## src/rtl/vend_seq_ctrl.sv

```systemverilog
// Drink vending sequencer: coin credit, four-product selection, dispenser handshake and change payout.
// Optional build macro VEND_TIMEOUT_EN adds a vend_ack watchdog that refunds on expiry and pulses err.
module vend_seq_ctrl #(
  parameter int PRICE0 = 5,
  parameter int PRICE1 = 4,
  parameter int PRICE2 = 6,
  parameter int PRICE3 = 3
`ifdef VEND_TIMEOUT_EN
  , parameter int TIMEOUT = 255
`endif
) (
  input  logic       clk,
  input  logic       rst_n,
  input  logic       half,
  input  logic       one,
  input  logic [3:0] sel,
  input  logic       cancel,
  input  logic       vend_ack,
  input  logic       hopper_rdy,
  output logic       vend_req,
  output logic [1:0] vend_id,
  output logic       coin_out,
  output logic       coin_rej,
  output logic       sel_nak,
  output logic [3:0] credit,
  output logic       busy,
  output logic       err
);

  typedef enum logic [1:0] {
    IDLE = 2'd0,
    VEND = 2'd1,
    PAY  = 2'd2
  } state_t;

  state_t     state, state_nxt;
  logic       vend_req_nxt;
  logic [1:0] vend_id_nxt;
  logic       coin_out_nxt;
  logic       coin_rej_nxt;
  logic       sel_nak_nxt;
  logic [3:0] credit_nxt;
  logic       busy_nxt;
  logic       err_nxt;

  logic       coin_in;
  logic       sel_hit;
  logic [1:0] sel_idx;
  logic [3:0] sel_price;
  logic [3:0] vend_rem;

  function automatic logic [3:0] price_of(input logic [1:0] id);
    case (id)
      2'd0:    return 4'(PRICE0);
      2'd1:    return 4'(PRICE1);
      2'd2:    return 4'(PRICE2);
      default: return 4'(PRICE3);
    endcase
  endfunction

  function automatic logic [1:0] lowest_idx(input logic [3:0] s);
    if (s[0])      return 2'd0;
    else if (s[1]) return 2'd1;
    else if (s[2]) return 2'd2;
    else           return 2'd3;
  endfunction

  // Credit never wraps: a coin that would push past 15 is refused outright.
  function automatic logic coin_fits(input logic [3:0] cr, input logic h, input logic o);
    logic [4:0] sum;
    sum = {1'b0, cr} + {3'b000, o, h};
    return (sum <= 5'd15);
  endfunction

`ifdef VEND_TIMEOUT_EN
  logic [7:0] to_cnt, to_cnt_nxt;
`endif

  always_comb begin
    state_nxt    = state;
    vend_req_nxt = vend_req;
    vend_id_nxt  = vend_id;
    credit_nxt   = credit;
    coin_out_nxt = 1'b0;
    coin_rej_nxt = 1'b0;
    sel_nak_nxt  = 1'b0;
    err_nxt      = 1'b0;
`ifdef VEND_TIMEOUT_EN
    to_cnt_nxt   = 8'd0;
`endif
    coin_in   = half | one;
    sel_hit   = |sel;
    sel_idx   = lowest_idx(sel);
    sel_price = price_of(sel_idx);
    vend_rem  = credit - price_of(vend_id);

    case (state)
      IDLE: begin
        if (cancel && (credit != 4'd0)) begin
          state_nxt    = PAY;
          coin_rej_nxt = coin_in;
        end else if (sel_hit && (credit >= sel_price)) begin
          state_nxt    = VEND;
          vend_req_nxt = 1'b1;
          vend_id_nxt  = sel_idx;
          coin_rej_nxt = coin_in;
        end else begin
          // A refused selection still lets a same-cycle coin through.
          sel_nak_nxt = sel_hit;
          if (coin_in) begin
            if (coin_fits(credit, half, one))
              credit_nxt = credit + {2'b00, one, half};
            else
              coin_rej_nxt = 1'b1;
          end
        end
      end

      VEND: begin
        coin_rej_nxt = coin_in;
        if (vend_ack) begin
          vend_req_nxt = 1'b0;
          credit_nxt   = vend_rem;
          state_nxt    = (vend_rem != 4'd0) ? PAY : IDLE;
        end
`ifdef VEND_TIMEOUT_EN
        else if (to_cnt == 8'(TIMEOUT - 1)) begin
          err_nxt      = 1'b1;
          vend_req_nxt = 1'b0;
          state_nxt    = PAY;
        end else begin
          to_cnt_nxt = to_cnt + 8'd1;
        end
`endif
      end

      PAY: begin
        coin_rej_nxt = coin_in;
        if (hopper_rdy && (credit != 4'd0)) begin
          coin_out_nxt = 1'b1;
          credit_nxt   = credit - 4'd1;
          if (credit == 4'd1)
            state_nxt = IDLE;
        end
      end

      default: begin
        state_nxt    = IDLE;
        vend_req_nxt = 1'b0;
      end
    endcase

    busy_nxt = (state_nxt != IDLE);
  end

  // Registered outputs: every response lands one edge after its inputs are sampled.
  always_ff @(posedge clk) begin
    if (!rst_n) begin
      state    <= IDLE;
      vend_req <= 1'b0;
      vend_id  <= 2'd0;
      coin_out <= 1'b0;
      coin_rej <= 1'b0;
      sel_nak  <= 1'b0;
      credit   <= 4'd0;
      busy     <= 1'b0;
      err      <= 1'b0;
    end else begin
      state    <= state_nxt;
      vend_req <= vend_req_nxt;
      vend_id  <= vend_id_nxt;
      coin_out <= coin_out_nxt;
      coin_rej <= coin_rej_nxt;
      sel_nak  <= sel_nak_nxt;
      credit   <= credit_nxt;
      busy     <= busy_nxt;
      err      <= err_nxt;
    end
  end

`ifdef VEND_TIMEOUT_EN
  always_ff @(posedge clk) begin
    if (!rst_n)
      to_cnt <= 8'd0;
    else
      to_cnt <= to_cnt_nxt;
  end
`endif

endmodule

```

## config.mk

```make
export PLATFORM = sky130hd
export DESIGN_NAME = vend_seq_ctrl
export DESIGN_NICKNAME = d
export VERILOG_FILES = /design/src/rtl/vend_seq_ctrl.sv
export SDC_FILE = /design/constraint.sdc
export NUM_CORES = 1
export LEC_CHECK = 0
export ABC_AREA = 1
export CAP_MARGIN = 20
export CORE_UTILIZATION = 55
export DETAILED_ROUTE_END_ITERATION = 10
export HOLD_SLACK_MARGIN = 0.15
export PLACE_DENSITY = 0.87
export SYNTH_ARGS = -nofsm -noshare
export SYNTH_HDL_FRONTEND = slang
export SYNTH_SLANG_ARGS = --single-unit
```

## constraint.sdc

```tcl
create_clock -name clk -period 4.95 [get_ports clk]
set_input_delay 0.99 -clock clk [delete_from_list [all_inputs] [get_ports clk]]
set_output_delay 0.99 -clock clk [all_outputs]
set_load 0.03 [all_outputs]
```

; Word level (Yosys, flattened, before mapping)
; Index checks and enable logic that the tools add are counted.
; W data, S select, Z words.
[classes]
eq_ne = 14
n_reduce_logical = 17
addsub = 4
bitwise_logic = 5
muxes = 29
n_lt_le_gt_ge = 2
[op_table]
columns = operator, count
row1 = $mux W4, 6
row2 = $pmux W3 S3, 2
row3 = $mux W2, 8
row4 = $ne A2 B2 Y1 const B, 7
row5 = $pmux W4 S3, 1
row6 = $mux W1, 9
row7 = $reduce_bool A4 Y1, 2
row8 = $reduce_or A4 Y1, 2
row9 = $reduce_and A7 Y1, 1
row10 = $eq A2 B1 Y1 const B, 3
row11 = $eq A2 B2 Y1 const B, 3
row12 = $logic_not A2 Y1, 3
row13 = $pmux W2 S3, 1
row14 = $add A4 B2 Y5, 1
row15 = $le A5 B4 Y1 const B, 1
row16 = $add A4 B2 Y4, 1
row17 = $eq A4 B1 Y1 const B, 1
row18 = $ge A4 B4 Y1, 1
row19 = $not A1 Y1, 4
row20 = $reduce_and A4 Y1, 1
row21 = $sub A4 B1 Y4 const B, 1
row22 = $sub A4 B4 Y4, 1
row23 = $logic_and A1 B1 Y1, 3
row24 = $pmux W1 S3, 1
row25 = other kinds (7), 7
[word_totals]
reg_bits = 13
word_cells = 79
inputBits = 11

; Depth between registers and ports, before layout
[logic_depth]
word_depth = 11
mapped_depth = 17

; Worst setup path after synthesis
; Ideal clock, no wire load.
[synth_path]
path_kind = in2reg
startpoint = input sel[1]
endpoint = register busy
setup_ns = 0.059
t_required_ns = 4.891
stages = 13
setup_slack_ns = 2.561
t_arrival_ns = 2.330
cell_sequence = nor2_1 ha_1 inv_1 ha_1 nand4_1 nand3_1 nand2_1 nand2_1 nand2_1 nand2_1 nand2_1 nand2_1 nand2_1
[synth_between]
elab_chain_cells = 10
word_cells_on_any_way = 13
classes_between = order compare: 1 / eq/ne: 2 / mux: 6 / reduce/logical: 4
[synth_lines]
columns = item, line_no
row1 = start: declaration, 16  ; input logic [3:0] sel,
row2 = $mux W2, 63  ; else if (s[1]) return 2'd1;
row3 = $mux W2, 62  ; if (s[0]) return 2'd0;
row4 = "$eq A2 B2 Y1, or another cell as far along", 53  ; case (id)
row5 = $pmux W3 S3, 53
row6 = $ge A4 B4 Y1, 102  ; end else if (sel_hit && (credit >= sel_price)) begin
row7 = $logic_and A1 B1 Y1 (*), 102
row8 = $mux W2 (*), 102
row9 = $mux W2 (*), 99  ; if (cancel && (credit != 4'd0)) begin
row10 = $pmux W2 S3 (*), 97  ; case (state)
row11 = $reduce_bool A2 Y1 (*), 153  ; busy_nxt = (state_nxt != IDLE);
row12 = end signal: assignment, 176  ; busy <= busy_nxt;
row13 = end: declaration, 26  ; output logic busy,
; Every way passes the cells marked *; elsewhere a longest branch is shown, timed or not.
; A chain may end at the register's enable or synchronous reset.

; Worst setup path after layout
[layout_path]
startpoint = input sel[1]
endpoint = register busy
[layout_between]
elab_chain_cells = 10
word_cells_on_any_way = 13
classes_between = order compare: 1 / eq/ne: 2 / mux: 6 / reduce/logical: 4
[layout_lines]
columns = item, line_no
row1 = $mux W2 (*), 63
row2 = $mux W2 (*), 62
row3 = named net sel_idx[1], 48  ; logic [1:0] sel_idx;
row4 = "$eq A2 B2 Y1, or another cell as far along", 53
row5 = $pmux W3 S3 (*), 53
row6 = $ge A4 B4 Y1 (*), 102
row7 = $logic_and A1 B1 Y1 (*), 102
row8 = $mux W2 (*), 102
row9 = $mux W2 (*), 99
row10 = $pmux W2 S3 (*), 97
row11 = $reduce_bool A2 Y1 (*), 153
; The timed path passes the listed nets; every way through them passes the cells marked *.

==> metrics.md <==
| Metric | Value |
|---|---|
| Slew Viols, Final | 0 |
| # DRC | 0 |
| Ant. Diodes | 0 |
| Row count | 16 |
| CTS Buf Count | 3 |
| Worst Skew | 9.90 ps |
| Max-cap violations | 0 |
| #FFs+latches synth | 13 |
| Crit path DAT | 2970 ps |
| Hold Path Depth | 2 |
| Crit Path Max Fanout | 5 |
| R2R depth | 12 |
| Required time of the critical path | between 5000 and 6000 ps |
| Syn Nets | slightly above 200 |
| Clock-pin slew on the worst setup and hold paths | 80 ps |
| PostCTS Resize Cnt | 0 |
| Clock Latency Late Sink | 280 ps |
| Setup_tns | 0 ps |
| Vias in the first global route | between 1k and 1.5k |
| WS Path Type | in -> reg |
| DR iter-0 viols | 29 |
| Yosys Warn Count | 0 |
| Largest net degree at the start of global routing | 10 |
| Design Power | around 0.96 mW |
| Initial antenna violation count | 0 |
| Final setup vio count | 0 |
| Synth top area share | 0.216 |
| Worst IR drop on VDD | 0.000379 V |
| Post-Syn Area per Cell | 6.89 µm² |
| Crit end category | flip-flop |
| CP Launch Type | input pin |
| GR Overflow Total | 0 |
| Via count | roughly 1.2k |
| Share of cells above drive strength 1 | 0.0914 |
| Clock Path Buffers | 2 |
| Worst hold endpoint | vend_req |
| Area of the multi-input gates | a little over 800 µm² |
| Nets | 229 |
| Post-synth ARST share | 0 |
| Pwr Density | 661 mW/mm² |
| Synth area leader | dfxtp_1 |
| Most frequent cell after synthesis | nand2_1 |
| EDFF count, synth | 0 |
| DR pass1 iterations | 6 |
| Worst Hold Class | reg -> reg |
| PortBufs | 21 |
| Largest cells by area after synthesis | dfxtp_1, ha_1, nand2_1 |
| Die Wd | approximately 49 µm |
| RR Endpoint | busy |
| Leak | roughly 0.74 nW |
| Avg WL per Cell | 12.0 µm |
| Reg2Reg Launch Point | vend_id[0] |
| GPL Wtd Cong | roughly 0.90 |
| R2r setup slk | 2640 ps |
| CTS sink cnt | 13 |
| Antenna violation net count after detailed routing | 0 |
| Fin crit share | 0.555 |
| Die height | around 49 µm |
| Synth cell count leaders | nand2_1, inv_1, ha_1 |
| Post-Syn Area | around 0.0012 mm² |
| Hold_buf cts | 0 |
| First-pass GRT wire length | between 4000 and 5000 µm |
| Most used DFF post-synth | dfxtp_1 |
| P&R area growth vs syn | 20.0% |
| Total Wirelength | between 2000 and 3000 µm |
| Fill cells | approximately 170 |
| RSZ-0062 raised after global routing | false |
| Vias per cell | ~5.3 |
| TritonCTS clock tree | done |
| Post-Syn Instances | around 180 |
| Number of distinct library cells after synthesis | 26 |
| Register area | ~260 µm² |
| Die area | approximately 0.0024 mm² |
| Tot GR Track Use | 0.253 |
| Max Freq | approximately 360 MHz |
| Status | completed |
| WHS | between 400 and 500 ps |
| Hpwl dp | 2210 µm |
| Hold Vio Cnt, Final | 0 |
| Post-CTS setup buffer count | 0 |
| Io pins | 23 |
| Starting Density | 0.602 |
| Core area | 0.00200 mm² |
| Hold_sp | vend_req |
| Post-layout min period | 2740 ps |
| H-tree Lvls | 1 |
| Seq/Total Area, Yosys | 0.216 |
| Clock root buffer | clkbuf_4 |
-- cells by family after synthesis --
logic type	after synthesis	synth area share
buffers and inverters	31	0.111
AOI/OAI and AO/OA	25	0.115
other	1	0.00311
DFF	13	0.216
and+or+nand+nor	85	0.334
adders and majority gates	20	0.220
-- per-layer routing --
metal | global-route usage | part of all wire | up-vias
li1 | - | - | 609
met1 | 0.287 | 0.42 | 541
met2 | 0.465 | 0.53 | 42
met3 | 0.0623 | 0.052 | 2
met4 | 0.0686 | 0.0052 | 0
met5 | 0 | 0 | -
-- worst max-delay path, stage by stage --
cell	delay, ps
clkdlybuf4s50_1	420
nor2_1	240
ha_1	280
inv_1	60
ha_1	130
inv_1	40
nand2_1	40
nand2_1	60
nand2_1	50
nand3_1	120
nand2_1	130
nand2_1	90
nand2_1	80
nand2_1	50
nand2_1	50
nand2_1	60
nand2_1	60
-- state kept, by name (all words and copies together), names as in the netlist --
register	flops
credit	4
state	2
vend_id	2
busy	1
coin_out	1
coin_rej	1
sel_nak	1
vend_req	1
-- layout by cell type, fill, tap and decap left out --
cell type	count
nor2_1	17
nor2_4	1
nand3b_1	1
conb_1	1
nand2_1	37
inv_2	3
nand3_4	1
inv_1	25
a21oi_1	13
clkbuf_1	1
o21ai_2	1
clkbuf_4	3
a31oi_1	1
nand3_1	14
nand4_1	4
or2_2	3
o21a_1	1
clkdlybuf4s50_1	21
dfxtp_1	13
nor3_1	1
o221ai_1	1
nand2_2	4
o21ai_0	7
o31ai_1	1
fa_1	2
nand3_2	2
ha_1	18
-- through the flow --
step	area (µm²)	utilization	cells	setup WS, ps
after floorplan	1200	-	175	2560
after global placement	1420	0.709	220	2000
after detailed placement	1420	0.709	220	1920
after CTS	1450	0.723	224	2210
after global routing	1450	0.723	224	2060
final	1450	0.723	224	2210
-- worst max-delay path by stage --
| stage | startpoint | endpoint | cells after the start |
|---|---|---|---|
| 2_1_floorplan | sel[1] | busy | 13 |
| 3_3_place_gp | sel[1] | busy | 14 |
| 3_5_place_dp | sel[1] | vend_id[0] | 13 |
| 4_1_cts | sel[1] | vend_id[0] | 13 |
| 5_1_grt | sel[1] | busy | 17 |
| 6_report | sel[1] | busy | 17 |
-- report_power, final --
| group | internal, mW | leakage, nW | switching (mW) |
|---|---|---|---|
| clock network | 0.0313 | 0.0150 | 0.0345 |
| registers | 0.147 | 0.107 | 0.0424 |
| logic | 0.271 | 0.615 | 0.430 |
-- final cells by class --
type | count | area share
Tap cell | 27 | 0.0234
Inverter | 28 | 0.0727
Clock buffer | 4 | 0.0182
Timing Repair Buffer | 21 | 0.145
Multi-Input combinational cell | 131 | 0.561
Sequential cell | 13 | 0.180
No activity file was read; power rests on OpenSTA's default activity.
